<file path="src/rtl/pong_ctrl.sv">
// Pong game controller: edge-detects hit/miss flags, keeps BCD scores and the rally count,
// and sequences IDLE/PLAY/SERVE/OVER. Define PONG_AUTO_SERVE_EN to leave SERVE on timer expiry alone.
module pong_ctrl #(
  parameter logic [7:0] WIN_SCORE  = 8'h11,
  parameter int         HOLD_TICKS = 120
) (
  input  logic       clk,
  input  logic       reset,
  input  logic       refresh_tick,
  input  logic [3:0] btn,
  input  logic       l_hit,
  input  logic       r_hit,
  input  logic       l_mis,
  input  logic       r_mis,
  output logic       gra_still,
  output logic [7:0] l_score,
  output logic [7:0] r_score,
  output logic [7:0] rally,
  output logic       game_over,
  output logic       winner
);

  localparam logic [1:0] IDLE  = 2'd0;
  localparam logic [1:0] PLAY  = 2'd1;
  localparam logic [1:0] SERVE = 2'd2;
  localparam logic [1:0] OVER  = 2'd3;

  localparam logic [7:0] HOLD_LOAD = 8'(HOLD_TICKS);

  // Two-digit BCD increment that sticks at 99.
  function automatic logic [7:0] bcd_inc(input logic [7:0] v);
    logic [7:0] res;
    if (v == 8'h99) begin
      res = v;
    end else if (v[3:0] == 4'h9) begin
      res = {v[7:4] + 4'h1, 4'h0};
    end else begin
      res = {v[7:4], v[3:0] + 4'h1};
    end
    return res;
  endfunction

  logic [1:0] state_r;
  logic [1:0] state_nxt_s;
  logic       l_hit_r;
  logic       r_hit_r;
  logic       l_mis_r;
  logic       r_mis_r;
  logic [7:0] timer_r;
  logic [7:0] timer_nxt_s;
  logic [7:0] l_score_r;
  logic [7:0] l_score_nxt_s;
  logic [7:0] r_score_r;
  logic [7:0] r_score_nxt_s;
  logic [7:0] rally_r;
  logic [7:0] rally_nxt_s;
  logic       winner_r;
  logic       winner_nxt_s;
  logic       gra_still_r;
  logic       game_over_r;
  logic [7:0] l_inc_s;
  logic [7:0] r_inc_s;
  logic       l_mis_ev_s;
  logic       r_mis_ev_s;
  logic       hit_ev_s;
  logic       btn_press_s;

  assign l_mis_ev_s  = l_mis & ~l_mis_r;
  assign r_mis_ev_s  = r_mis & ~r_mis_r;
  assign hit_ev_s    = (l_hit & ~l_hit_r) | (r_hit & ~r_hit_r);
  assign btn_press_s = |btn;
  assign l_inc_s     = bcd_inc(l_score_r);
  assign r_inc_s     = bcd_inc(r_score_r);

  // Next-state, score, rally and hold-timer logic.
  always_comb begin
    state_nxt_s   = state_r;
    l_score_nxt_s = l_score_r;
    r_score_nxt_s = r_score_r;
    rally_nxt_s   = rally_r;
    winner_nxt_s  = winner_r;
    if (refresh_tick && (timer_r != 8'h00)) begin
      timer_nxt_s = timer_r - 8'h01;
    end else begin
      timer_nxt_s = timer_r;
    end

    case (state_r)
      IDLE: begin
        if (btn_press_s) begin
          state_nxt_s = PLAY;
        end else begin
          state_nxt_s = IDLE;
        end
      end
      PLAY: begin
        // A left miss wins a tie: only the right player scores.
        if (l_mis_ev_s) begin
          r_score_nxt_s = r_inc_s;
          rally_nxt_s   = 8'h00;
          timer_nxt_s   = HOLD_LOAD;
          if (r_inc_s == WIN_SCORE) begin
            state_nxt_s  = OVER;
            winner_nxt_s = 1'b1;
          end else begin
            state_nxt_s = SERVE;
          end
        end else if (r_mis_ev_s) begin
          l_score_nxt_s = l_inc_s;
          rally_nxt_s   = 8'h00;
          timer_nxt_s   = HOLD_LOAD;
          if (l_inc_s == WIN_SCORE) begin
            state_nxt_s  = OVER;
            winner_nxt_s = 1'b0;
          end else begin
            state_nxt_s = SERVE;
          end
        end else if (hit_ev_s && (rally_r != 8'hFF)) begin
          rally_nxt_s = rally_r + 8'h01;
        end else begin
          state_nxt_s = PLAY;
        end
      end
      SERVE: begin
`ifdef PONG_AUTO_SERVE_EN
        if (timer_r == 8'h00) begin
          state_nxt_s = PLAY;
        end else begin
          state_nxt_s = SERVE;
        end
`else
        if ((timer_r == 8'h00) && btn_press_s) begin
          state_nxt_s = PLAY;
        end else begin
          state_nxt_s = SERVE;
        end
`endif
      end
      OVER: begin
        if (timer_r == 8'h00) begin
          state_nxt_s   = IDLE;
          l_score_nxt_s = 8'h00;
          r_score_nxt_s = 8'h00;
          rally_nxt_s   = 8'h00;
          winner_nxt_s  = 1'b0;
        end else begin
          state_nxt_s = OVER;
        end
      end
      default: begin
        state_nxt_s = IDLE;
      end
    endcase
  end

  // State, edge-detect copies and registered outputs.
  always_ff @(posedge clk or negedge reset) begin
    if (!reset) begin
      state_r     <= IDLE;
      l_hit_r     <= 1'b0;
      r_hit_r     <= 1'b0;
      l_mis_r     <= 1'b0;
      r_mis_r     <= 1'b0;
      timer_r     <= 8'h00;
      l_score_r   <= 8'h00;
      r_score_r   <= 8'h00;
      rally_r     <= 8'h00;
      winner_r    <= 1'b0;
      gra_still_r <= 1'b1;
      game_over_r <= 1'b0;
    end else begin
      state_r     <= state_nxt_s;
      l_hit_r     <= l_hit;
      r_hit_r     <= r_hit;
      l_mis_r     <= l_mis;
      r_mis_r     <= r_mis;
      timer_r     <= timer_nxt_s;
      l_score_r   <= l_score_nxt_s;
      r_score_r   <= r_score_nxt_s;
      rally_r     <= rally_nxt_s;
      winner_r    <= winner_nxt_s;
      gra_still_r <= (state_nxt_s != PLAY);
      game_over_r <= (state_nxt_s == OVER);
    end
  end

  assign gra_still = gra_still_r;
  assign l_score   = l_score_r;
  assign r_score   = r_score_r;
  assign rally     = rally_r;
  assign game_over = game_over_r;
  assign winner    = winner_r;

endmodule

</file>
<file path="config.mk">
export PLATFORM = sky130hd
export DESIGN_NAME = pong_ctrl
export DESIGN_NICKNAME = d
export VERILOG_FILES = /design/src/rtl/pong_ctrl.sv
export SDC_FILE = /design/constraint.sdc
export NUM_CORES = 1
export LEC_CHECK = 0
export CORE_MARGIN = 3
export CORE_UTILIZATION = 57
export DETAILED_ROUTE_END_ITERATION = 6
export HOLD_SLACK_MARGIN = 0.1
export MAX_ROUTING_LAYER = met4
export PLACE_DENSITY_LB_ADDON = 0.25
export SLEW_MARGIN = 20
export SYNTH_ARGS = -nofsm -noshare
export SYNTH_HDL_FRONTEND = slang
export SYNTH_SLANG_ARGS = --single-unit
</file>
<file path="constraint.sdc">
create_clock -name clk -period 4.2 [get_ports clk]
set_clock_uncertainty 0.2 [all_clocks]
set_input_delay 0.42 -clock clk [delete_from_list [all_inputs] [get_ports clk]]
set_output_delay 0.42 -clock clk [all_outputs]
set_load 0.05 [all_outputs]
</file>
==> flow_metrics.py <==
metrics = {
    "floorplan": {
        "placementRows": 22,
        "core_area_um2": 3830,
        "die_area_um2": 4940,
        "i_o_pin_count": 38,
        "chipHeight_um": 70.3,
        "floorplan.initialDensity_pct": 61.5,
        "die_x_um": 70.3,
    },
    "status": {
        "status": "completed",
    },
    "yosys": {
        "synth-edff-count": 0,
        "synth_flop_cell": "dfrtp_1",
        "synth.yosys.seq_area_share_pct": 43.6,
        "synth.yosys.warnings": 0,
        "yosys_register_bits": 41,
        "synth_area_um2": 2350,
        "post_synth.cell_area_avg_um2": 9.19,
        "synth.distinct_cells": 48,
        "syn_nets": 278,
        "synthArstFlopShare_pct": 100,
        "synthCells": 256,
    },
    "sta": {
        "worst-slew-pin-transition_ns": 0.899,
        "period_needed_ns": 2.61,
        "setup_repair_after_global_routing_missed_its_margin": "false",
        "setup_ws_ns": 1.59,
        "min_period_over_period_pct": 62.1,
        "setup_tns_ns": 0,
        "finalHoldViolCount": 0,
        "slew_headroom_pct": 40.1,
        "max_frequency_mhz": 383,
        "setup_viol_count_final": 0,
        "slew_violations": 0,
    },
    "place": {
        "hpwlAfterDp_um": 3740,
        "io_buffers": 37,
        "final_gp_congestion": 0.924,
        "pre_cts_ws_ns": 1.48,
        "dp_cells": 335,
    },
    "global_route": {
        "largest_net_degree_at_the_start_of_global_routing": 42,
        "gr-total-overflow": 0,
        "grt_pass1_wl_um": 9260,
        "antenna_violations_before_repair": 0,
        "first_global_vias": 1978,
        "global_route.usage.total_pct": 23.4,
    },
    "finish": {
        "num-fill-cells": 303,
        "drive_above_1_share_pct": 5.07,
        "fin_cells": 344,
        "area_growth_pct": 20.9,
        "antennaDiodeCount": 0,
        "fin_nets": 317,
    },
    "worst_setup_path": {
        "crit_path_start_kind": "flop",
        "worstSetupStartpoint": "timer_r[0]",
        "reg2reg_from": "timer_r[0]",
        "worst-r2r-cell-count": 7,
        "worst_ep_arrival_time_ns": 2.60,
        "r2r_end": "rally[6]",
        "ff2ff_setup_slack_ns": 1.59,
        "crit_required_ns": 4.19,
        "critical_path_peak_fanout": 12,
        "crit_path_end_kind": "flop",
        "timing.critical_path.slowest_stage_cell": "a221o_1",
        "cell_breakdown_of_the_critical_path": "inv_1 > ha_1 > nor3b_1 > nand2_2 > a221o_1 > or2_1 > o41ai_2",
        "slowest_delay_ns": 0.51,
        "crit_type": "flop to flop",
    },
    "power_and_ir_drop": {
        "post-layout-total-power_uw": 1610,
        "vdd_ir_drop_max_v": 0.000398,
        "power-per-cell-area_nw_per_um2": 567,
        "static-leakage-power_uw": 0.00118,
    },
    "min_path": {
        "min_path_cells": 1,
        "hold_path.startpoint": "r_score[7]",
        "min_delay_worst_endpoint": "r_score[7]",
        "hold_class": "flop to flop",
    },
    "detailed_routing": {
        "totalWireLength_um": 5270,
        "drc_errors": 0,
        "vias": 2092,
        "wire_per_inst_um": 15.3,
        "drt_first_iter_violations": 161,
        "drt-pass1-iter-count": 4,
        "final_antenna_net_count": 0,
        "average_vias_per_placed_instance": 6.08,
    },
    "clock_tree": {
        "tritoncts": "yes",
        "cts-root-buf": "clkbuf_8",
        "cts_max_level": 2,
        "worstSkewPairLatency_ns": 0.29,
        "clock_sink_count": 41,
        "max-clock-path-buffers": 2,
        "post-cts-setup-buffers": 0,
        "tritoncts.num_buffers": 5,
        "clkSlewWorstSetupHoldPaths_ns": 0.08,
    },
    "flow_run": {
        "drv.max_cap_violation_count": 0,
    },
}
## per-layer routing
metal | up-vias | track usage, % | part of all wire (%)
li1 | 1021 | - | -
met1 | 1015 | 30.9 | 47
met2 | 50 | 36.0 | 48
met3 | 6 | 5.32 | 3.6
met4 | 0 | 7.23 | 0.89
met5 | - | - | 0
## synthesized netlist by cell type (5+ instances only)
cell	count	share of area, %
nand3_1	13	2.8
inv_1	9	1.4
o21ai_0	32	6.8
nor2_1	21	3.3
clkbuf_1	5	0.80
and3b_1	5	1.9
ha_1	11	5.8
a21oi_1	9	1.9
or3_1	5	1.3
dfrtp_1	40	43
nand2_1	21	3.3
nand4_1	6	1.6
nor3_1	7	1.5
xnor2_1	6	2.2
nor2b_1	6	1.6
nand2b_1	5	1.3
## report_power, final
group          total [µW]  leakage (µW)  switching [µW]  internal (µW)
Combinational         709      0.000620             444            264
Clock                 255     0.0000439             140            115
Sequential            651      0.000514             154            497
## timing repair
item	CTS	global route
gates resized for setup	0	0
endpoints found under the hold margin	40	0
hold buffers	1	0
## how the worst max path moves through the flow
| stage | depth (start not counted) | slack (ns) | end |
|---|---|---|---|
| after floorplan | 8 | 1.82 | game_over |
| after global placement | 6 | 1.54 | rally[6] |
| after detailed placement | 6 | 1.48 | rally[5] |
| after CTS | 7 | 1.61 | rally[6] |
| after global routing | 7 | 1.39 | rally[5] |
| final | 7 | 1.59 | rally[6] |
## area by class of cell
cell class	count	area (µm²)	area share (%)
Sequential cell	41	1030	36.1
Timing Repair Buffer	38	375	13.2
Inverter	9	33.8	1.19
Clock inverter	3	17.5	0.616
Tap cell	48	60.1	2.11
Multi-Input combinational cell	200	1260	44.4
Clock buffer	5	68.8	2.42
## registers in the layout, indices dropped and copies added, names as in the netlist
name	cells
game_over	1
gra_still	1
l_hit_r	1
l_mis_r	1
l_score	8
r_hit_r	1
r_mis_r	1
r_score	8
rally	8
state_r	2
timer_r	8
winner	1
## cell families after synthesis
group,after synthesis,synth area share (%)
AND/OR/NAND/NOR,111,26.0
AO/OA/AOI/OAI,68,18.0
flip-flops,41,43.6
buffers and inverters,15,2.71
adder cells (fa/ha/maj),11,5.85
XOR/XNOR,9,3.35
multiplexers,1,0.425
## critical path: cells and delay by family (launching register included)
family | cells | cell delay (ns)
flip-flops | 1 | 0.43
adder cells (fa/ha/maj) | 1 | 0.17
buffers and inverters | 1 | 0.13
AO/OA/AOI/OAI | 2 | 0.73
AND/OR/NAND/NOR | 3 | 0.86
## cells in the final DEF (no fill, tap or decap), types with 6 or more instances in the layout
cell              n
nor2b_1           6
a21oi_1           9
dfrtp_1          40
ha_1             11
nand3_1          13
nor2_1           21
inv_1             9
nand2_1          21
xnor2_1           6
clkdlybuf4s50_1  36
nand4_1           6
o21ai_0          32
nor3_1            7
## metrics by stage
stage	utilization, %	cell area [µm²]	hold WS (ns)
4_1_cts	74.4	2850	0.350
3_5_place_dp	71.8	2750	0.334
3_3_place_gp	71.8	2750	0.299
2_1_floorplan	-	2350	-0.0756
6_report	74.4	2850	0.340
5_1_grt	74.4	2850	0.367
Power figures use the tool's default switching activity.
